[src/rtl/chan_mux_pkg.sv]
// Shared constants and types for the registered round-robin channel selector.
package chan_mux_pkg;

    localparam logic MODE_DIRECT = 1'b0;
    localparam logic MODE_SCAN   = 1'b1;

    // Output slot occupancy: EMPTY means out_valid is low.
    typedef enum logic {
        ST_EMPTY = 1'b0,
        ST_FULL  = 1'b1
    } state_t;

endpackage

[src/rtl/rr_pick.sv]
// Wrapped-priority search: first set req bit after ptr, wrapping at N-1 -> 0,
// with ptr itself checked last. Purely combinational.
module rr_pick #(
    parameter int N = 16
) (
    input  logic [N-1:0]           req,
    input  logic [$clog2(N)-1:0]   ptr,
    output logic [$clog2(N)-1:0]   gnt_idx,
    output logic                   any
);

    localparam int PW = $clog2(N);

    logic [PW:0]   sum;
    logic [PW-1:0] idx;

    // Walk offsets from farthest to nearest so the nearest hit wins.
    always_comb begin
        gnt_idx = '0;
        any     = |req;
        sum     = '0;
        idx     = '0;
        for (int i = N; i >= 1; i--) begin
            sum = {1'b0, ptr} + (PW+1)'(i);
            if (sum >= (PW+1)'(N))
                sum = sum - (PW+1)'(N);
            idx = sum[PW-1:0];
            if (req[idx])
                gnt_idx = idx;
        end
    end

endmodule

[src/rtl/chan_mux_rr.sv]
// Registered N-channel selector with direct and round-robin scan modes,
// valid/ready output handshake and per-channel one-hot capture acknowledge.
module chan_mux_rr
    import chan_mux_pkg::*;
#(
    parameter int WIDTH    = 4,
    parameter int CHANNELS = 16,
    parameter int SEL_W    = $clog2(CHANNELS)
) (
    input  logic                      clk,
    input  logic                      rst_n,
    input  logic [CHANNELS*WIDTH-1:0] in_data,
    input  logic [CHANNELS-1:0]       in_valid,
    output logic [CHANNELS-1:0]       in_ack,
    input  logic                      mode,
    input  logic [SEL_W-1:0]          sel,
    input  logic                      sel_load,
    output logic                      sel_err,
    output logic [WIDTH-1:0]          out_data,
    output logic [SEL_W-1:0]          out_chan,
    output logic                      out_valid,
    input  logic                      out_ready
);

    // Flattened bus has channel k at [k*WIDTH +: WIDTH], identical to a packed array.
    logic [CHANNELS-1:0][WIDTH-1:0] words;
    assign words = in_data;

    state_t          state, state_nxt;
    logic [SEL_W-1:0] cur_sel, rr_ptr, scan_idx, cand;
    logic             scan_any, free, cap, sel_bad;

    rr_pick #(.N(CHANNELS)) u_pick (
        .req     (in_valid),
        .ptr     (rr_ptr),
        .gnt_idx (scan_idx),
        .any     (scan_any)
    );

    assign out_valid = (state == ST_FULL);
    assign free      = !out_valid || out_ready;
    assign sel_bad   = ({1'b0, sel} >= (SEL_W+1)'(CHANNELS));

    // Candidate channel and capture decision; uses the current (old) cur_sel.
    always_comb begin
        cand = cur_sel;
        cap  = 1'b0;
        if (mode == MODE_SCAN) begin
            cand = scan_idx;
            cap  = free && scan_any;
        end else begin
            cap  = free && in_valid[cur_sel];
        end
    end

    // Acknowledge the captured channel in the same cycle; silent during reset.
    always_comb begin
        in_ack = '0;
        if (rst_n && cap)
            in_ack[cand] = 1'b1;
    end

    // Next-state logic for output slot occupancy.
    always_comb begin
        state_nxt = state;
        case (state)
            ST_EMPTY: if (cap)                 state_nxt = ST_FULL;
            ST_FULL:  if (out_ready && !cap)   state_nxt = ST_EMPTY;
            default:                           state_nxt = ST_EMPTY;
        endcase
    end

    // Slot occupancy register.
    always_ff @(posedge clk) begin
        if (!rst_n) state <= ST_EMPTY;
        else        state <= state_nxt;
    end

    // Select register; out-of-range loads are rejected and flagged for one cycle.
    always_ff @(posedge clk) begin
        if (!rst_n) begin
            cur_sel <= '0;
            sel_err <= 1'b0;
        end else begin
            sel_err <= sel_load && sel_bad;
            if (sel_load && !sel_bad)
                cur_sel <= sel;
        end
    end

    // Scan pointer; starts at the last channel so the first scan begins at 0.
    always_ff @(posedge clk) begin
        if (!rst_n)
            rr_ptr <= SEL_W'(CHANNELS - 1);
        else if (cap && mode == MODE_SCAN)
            rr_ptr <= cand;
    end

    // Output word register; only loads on capture, otherwise holds.
    always_ff @(posedge clk) begin
        if (!rst_n) begin
            out_data <= '0;
            out_chan <= '0;
        end else if (cap) begin
            out_data <= words[cand];
            out_chan <= cand;
        end
    end

endmodule

[config.mk]
export PLATFORM = sky130hd
export DESIGN_NAME = chan_mux_rr
export DESIGN_NICKNAME = d
export VERILOG_FILES = /design/src/rtl/chan_mux_pkg.sv /design/src/rtl/rr_pick.sv /design/src/rtl/chan_mux_rr.sv
export SDC_FILE = /design/constraint.sdc
export NUM_CORES = 1
export LEC_CHECK = 0
export ABC_CLOCK_PERIOD_IN_PS = 11130
export CAP_MARGIN = 0
export CORE_ASPECT_RATIO = 0.8
export CORE_MARGIN = 5
export CORE_UTILIZATION = 55
export CTS_CLUSTER_DIAMETER = 150
export CTS_CLUSTER_SIZE = 12
export DETAILED_ROUTE_END_ITERATION = 8
export PLACE_DENSITY = 0.92
export SLEW_MARGIN = 20
export SYNTH_ARGS = -nofsm -noshare
export SYNTH_HDL_FRONTEND = slang
export SYNTH_SLANG_ARGS = --single-unit
export TNS_END_PERCENT = 50
[constraint.sdc]
create_clock -name clk -period 11.13 [get_ports clk]
set_input_delay 1.6695 -clock clk [delete_from_list [all_inputs] [get_ports clk]]
set_output_delay 1.6695 -clock clk [all_outputs]
set_load 0.05 [all_outputs]
==> results list <==
- Outcome: completed
- Final worst clock skew: 8.87 ps
* Combinational fraction of design power: 0.928
* Routed wirelength normalized by instance count: 24.3 um
- The tool flagged a number of max-cap violations equal to 0.
- Final Critical Period: 8350 ps
- The library cells used most frequently in the layout, excluding fill and tap cells, are 113 x clkdlybuf4s50_1, 54 x mux2i_1, 38 x nor2_1, 36 x nand2_1.
- The count of nets left with antenna violations once routing finished came out at 0.
- After routing, the total negative slack on setup checks comes to 0 ps.
- Largest net degree at the start of global routing: 36
- Synthesis Warnings: 0
* Total instance count after detailed placement: 668
- TritonCTS built the clock tree.
* Placer Congestion: 1.03
* Clock Latency Late Sink: 260 ps
* Switching Share: 0.584
* Boundary Pins: 115
- Placement Rows: 29
* DIE HEIGHT: 91.1 um
* Rel. slew slack: 0.413
* Share of the core filled with cells in the final layout: 0.689
- The wire-length estimate of the detail-placed layout is 13000 um.
* Share of layout cells above drive strength 1: 0.168
- Starting Density: 0.567
- For this design, the CTS-stage hold fixing added 0 buffers.
- The critical path is of the primary input to output port type.
- Count of final hold-check violations: 0
- Most common library cell in the layout ignoring fill and taps: clkdlybuf4s50_1
* DRC violations left: 0
- Clock-pin slew was measured on the worst setup and hold paths at 70 ps.
- Class of the tightest hold or removal check: flop to flop
* Post-Layout Cell Count: 672
* Vias post-DR: 4714
- In this run, synthesis inferred 0 flip-flops with an integrated enable.
- The area fraction in compound gates after synthesis is 0.220.
- Post-Route WL: 16300 um
* Fraction of the mapped netlist area in simple logic gates: 0.174
* Leakage power total: 2.03 nW
- Dividing the final minimum period by the clock period gives 0.751.
* Async set or reset register ratio after synthesis: 0
- Iteration-0 DRC count of the detailed router: 644
- Across the VDD grid, the largest voltage drop is 0.219 mV.
* Clk sink count: 17
- Post-layout total power: 0.00204 W
- For the pin with the worst max-slew slack, the measured transition is 879 ps.
* Mux share of post-synthesis cell area: 0.381
- Post-cts sizing count: 0
- Crit path arrival time: 6680 ps
* Area of the die: 10100 um^2
* Remaining global-route overflow: 0
- In this run the number of H-tree levels came out at 1.
* Internal portion of total power: 0.000849 W
* Number of buffers inserted by port buffering: 113
- The number of antenna violations at the first check in global routing came to 0.
- Die boundary width: 111 um
- The repair_antennas step left the layout with diodes totalling 0.
- Total setup violations reported at the end of the flow: 0
- The first global-routing pass estimated 25200 um of wire.
- Gate count of the mapped netlist: 482
- The average instance in the mapped netlist occupies 9.38 um^2.
- The share of total power dissipated in the clock network is 0.023.
- Max frequency: 0.120 GHz
- The share of total power dissipated in sequential elements is 0.050.
* Pwr per Cell Area: 371 nW/um^2
- Total net switching power: 0.00119 W
* Final hold slack: 513 ps
* RSZ-0062 raised after global routing: false
- Floorplan Core Area: 7980 um^2
- CP Capture Type: output port
- Number of detailed-routing iterations run before antenna repair: 8
* Layout Area Growth over Synthesis: 21.6%
* Main flop type after synthesis: dfxtp_1
- Synthesized cell area: 4520 um^2
* Number of CTS-inserted buffers: 3
- Counting every net in the synthesized netlist gives 578.
- The net count of the finished layout is 661.
- Worst EP required: 9460 ps
* Dominant combinational cell family by area after synthesis: multiplexers
* Vias in the first global route: 4531
- In this run the worst path has a maximum fanout of 29.
- For this run, the register share of the synthesized area comes to 0.0752.
- Count of unique library cells instantiated by Yosys: 101
- Cell at the root of the clock tree: clkbuf_8
* Via density per instance: 7.01
- Buffers from clock root to sink, at most: 2
* Total GRT Usage: 0.305
- Of the total synthesized cell area, the portion taken by XOR and XNOR cells is 0.0390.
- Number of storage elements in the synthesis netlist: 17
* Number of pins exceeding their max-slew limit in the final report: 0
- Adder-Cell Fraction of Synth Area: 0.0194
- Once the clock tree was built, the setup fixing pass inserted 0 buffers.
* Type of element launching the critical path: primary input
through the flow:
stage               cell area (um^2)  setup slack [ps]
floorplan                       4520              4350
global placement                5450              3050
detailed placement              5450              2910
CTS                             5500              2890
global route                    5500              2580
finish                          5500              2780
kinds of logic after synthesis:
| logic type | after synthesis |
|---|---|
| and+or+nand+nor | 143 |
| muxes | 119 |
| AOI/OAI and AO/OA | 130 |
| xor gates and xnor gates | 15 |
| DFF | 17 |
| buffers and inverters | 50 |
| other | 1 |
| adders and majority gates | 7 |
power by group through the flow:
stage / Sequential, W / Combinational (W) / Clock (W)
final: 0.000101 / 0.00189 / 0.0000462
after global routing: 0.000104 / 0.00199 / 0.0000499
after CTS: 0.000101 / 0.00183 / 0.0000464
after detailed placement: 0.000101 / 0.00182 / 0
after global placement: 0.000100 / 0.00179 / 0
after floorplan: 0.000131 / 0.00145 / 0
per-layer routing:
| layer | part of all wire | up-vias | global-route usage |
|---|---|---|---|
| met5 | 0 | - | 0 |
| met4 | 0.025 | 0 | 0.0770 |
| met3 | 0.13 | 47 | 0.126 |
| met2 | 0.45 | 332 | 0.461 |
| met1 | 0.40 | 2252 | 0.407 |
| li1 | - | 2083 | - |
worst paths after layout:
check | startpoint | endpoint | slack [ps] | cells past startpoint
max | in_valid[10] | in_ack[11] | 2780 | 12
min | out_chan[1]$_SDFFE_PN0P_ | out_chan[1]$_SDFFE_PN0P_ | 510 | 1
max reg2reg | rr_ptr[1]$_SDFFE_PN1P_ | out_data[0]$_SDFFE_PN0P_ | 5310 | 16
min reg2reg | out_chan[1]$_SDFFE_PN0P_ | out_chan[1]$_SDFFE_PN0P_ | 510 | 1
critical path, stage by stage:
cell and delay [ps]:
clkdlybuf4s50_1 540, mux4_1 680, mux2i_1 330, mux2i_1 340, nor2_1 230, o2111ai_1 130, a21boi_0 150, o41a_2 570
nor2_4 690, nand4_1 310, nor2_1 200, clkdlybuf4s50_1 830
cells in the mapped netlist, types with 6 or more instances:
library cell / count / area (um^2)
a211oi_1: 8 / 60.1
a21oi_1: 19 / 95.1
a22oi_1: 6 / 45.0
buf_4: 6 / 45.0
buf_6: 9 / 101
clkbuf_1: 6 / 22.5
dfxtp_1: 17 / 340
ha_1: 7 / 87.6
inv_1: 7 / 26.3
mux2_2: 25 / 282
mux2i_1: 54 / 541
mux4_1: 9 / 236
mux4_2: 25 / 563
nand2_1: 36 / 135
nand3_1: 7 / 35.0
nand4_1: 8 / 50.1
nor2_1: 38 / 143
nor2b_1: 9 / 56.3
nor3_1: 6 / 30.0
nor4_1: 6 / 37.5
o21ai_0: 14 / 70.1
o221ai_1: 8 / 70.1
o22ai_1: 7 / 43.8
xnor2_1: 11 / 96.3
registers in the layout, summed over array words and instances, names as in the netlist:
| signal | cells |
|---|---|
| rr_ptr | 4 |
| out_data | 4 |
| cur_sel | 4 |
| out_valid | 1 |
| out_chan | 4 |
area by class of cell:
type	instances	area [um^2]
fillers	618	2480
clock buffers	4	45.0
well taps	108	135
multi-input cells	415	3770
repair buffers	118	1170
flip-flops and latches	17	340
inverters	10	40.0
Note: power is estimated with default switching activity, not from simulation.
==> RTL edit, RTL diff (same flow settings) <==
Make the reset (`rst_n`) asynchronous in 4 clocked blocks.
--- a/src/rtl/chan_mux_rr.sv
+++ b/src/rtl/chan_mux_rr.sv
@@ -71,13 +71,13 @@
     end
 
     // Slot occupancy register.
-    always_ff @(posedge clk) begin
+    always_ff @(posedge clk or negedge rst_n) begin
         if (!rst_n) state <= ST_EMPTY;
         else        state <= state_nxt;
     end
 
     // Select register; out-of-range loads are rejected and flagged for one cycle.
-    always_ff @(posedge clk) begin
+    always_ff @(posedge clk or negedge rst_n) begin
         if (!rst_n) begin
             cur_sel <= '0;
             sel_err <= 1'b0;
@@ -89,7 +89,7 @@
     end
 
     // Scan pointer; starts at the last channel so the first scan begins at 0.
-    always_ff @(posedge clk) begin
+    always_ff @(posedge clk or negedge rst_n) begin
         if (!rst_n)
             rr_ptr <= SEL_W'(CHANNELS - 1);
         else if (cap && mode == MODE_SCAN)
@@ -97,7 +97,7 @@
     end
 
     // Output word register; only loads on capture, otherwise holds.
-    always_ff @(posedge clk) begin
+    always_ff @(posedge clk or negedge rst_n) begin
         if (!rst_n) begin
             out_data <= '0;
             out_chan <= '0;
Check against the original RTL: differs if rst_n is asserted again (counterexample within 4 cycles, from zero or initial values and one cycle with rst_n low); with rst_n held inactive, the same outputs for 4 cycles.
==> RTL edit against the original RTL <==
- clock skew fell by 0.0039 ns
- cell area fell by 8.4%
- worst setup slack improved by 0.0029 ns
- sequential cell count did not move
- highest routed layer unchanged
- synthesized area fell by 14%
- routed wire length fell by 13%
- die area fell by 12%
- fmax barely moved
Power is left out: the tool's default activity adds up to more than one toggle a clock period on the data nets, which glitch-free logic cannot reach.
==> RTL edit: results (changes against the original RTL) <==
- GR Layer Usage met2: 0.512 (+0.0513)
- Most instantiated cells after synthesis: nor2_1, mux4_2, mux2_2, nand2_1, mux2i_1
- Outcome: finished, final reports clean
- Fillers: 495 (-20%)
- Metal2 WL: 6.87 mm (-6.0%)
- Synthesized net count: 517 (-11%)
- GRT Total Usage: 0.312 (+0.00713)
- Placed Cells: 599 (-10%)
- Multiplexer share of the synthesized area: 0.410 (+0.0292)
- Total Wirelength: 14.3 mm (-13%)
- Synth Flop Type: dfrtp_1
- Post-synthesis xor/xnor area fraction: 0.0346 (-0.00442)
- WL met1: 5.45 mm (-16%)
- Fraction of layout cells with a size suffix above 1: 0.190 (+0.0215)
- WL met3: 1.53 mm (-29%)
- Largest net degree at the start of global routing: 39 (+8.3%)
- Via count: 4218 (-11%)
- Area contributors post-synth: mux4_2, mux2_2, dfrtp_1
- Synth Area in Adders: 0.0224 (+0.00305)
- First drt pass iteration count: 5 (-3)
- Synth Area in Compound Gates: 0.187 (-0.0330)
- Vias in the first global route: 4052 (-11%)
- Grt met3 use: 0.0882 (-0.0374)
- WL/cell: 23.7 um (-2.5%)
- Area post-placement: 4990 um2 (-8.5%)
- CP max stage cell: dfstp_2
- Fraction of registers with async set/reset: 1.00 (+1.00)
- Worst path max stage delay: 0.98 ns (+0.15 ns)
- Post-Syn Area per Cell: 9.28 um2 (-1.1%)
- Dpl hpwl: 11.5 mm (-11%)
- First-pass GRT wire length: 22.3 mm (-11%)
- Crit-path max FO: 27 (-6.9%)
- DR iter-0 viols: 392 (-39%)
- Slew HR: 0.374 (-0.0397)
- Final GP Congestion: 1.03 (+0.17%)
- Synth unique cells: 71 (-30%)
- Grt met1 use: 0.404 (-0.00349)
- Delay-heaviest family, CP: compound AO/OA/AOI/OAI gates
-- RTL edit: path summary, 6_finish.rpt --
check / end / startpoint / slack [ns] / depth (start not counted)
min in group asynchronous: out_chan[2] / rst_n / 1.91 / 1
setup / recovery: in_ack[0] / rr_ptr[1] / 2.78 / 13
setup reg to reg: out_data[3] / rr_ptr[1] / 4.76 / 13
hold reg to reg: out_valid / out_valid / 0.52 / 2
hold / removal: out_valid / out_valid / 0.52 / 2
max in group asynchronous: cur_sel[0] / rst_n / 8.67 / 1
-- RTL edit: area by class of cell --
| cell class | instances | area, um2 | share of cell area |
|---|---|---|---|
| multi-input cells | 367 | 3250 | 0.645 |
| clock buffers | 4 | 45.0 | 0.00894 |
| repair buffers | 117 | 1160 | 0.231 |
| inverters | 11 | 41.3 | 0.00820 |
| flip-flops and latches | 17 | 430 | 0.0854 |
| well taps | 87 | 109 | 0.0216 |
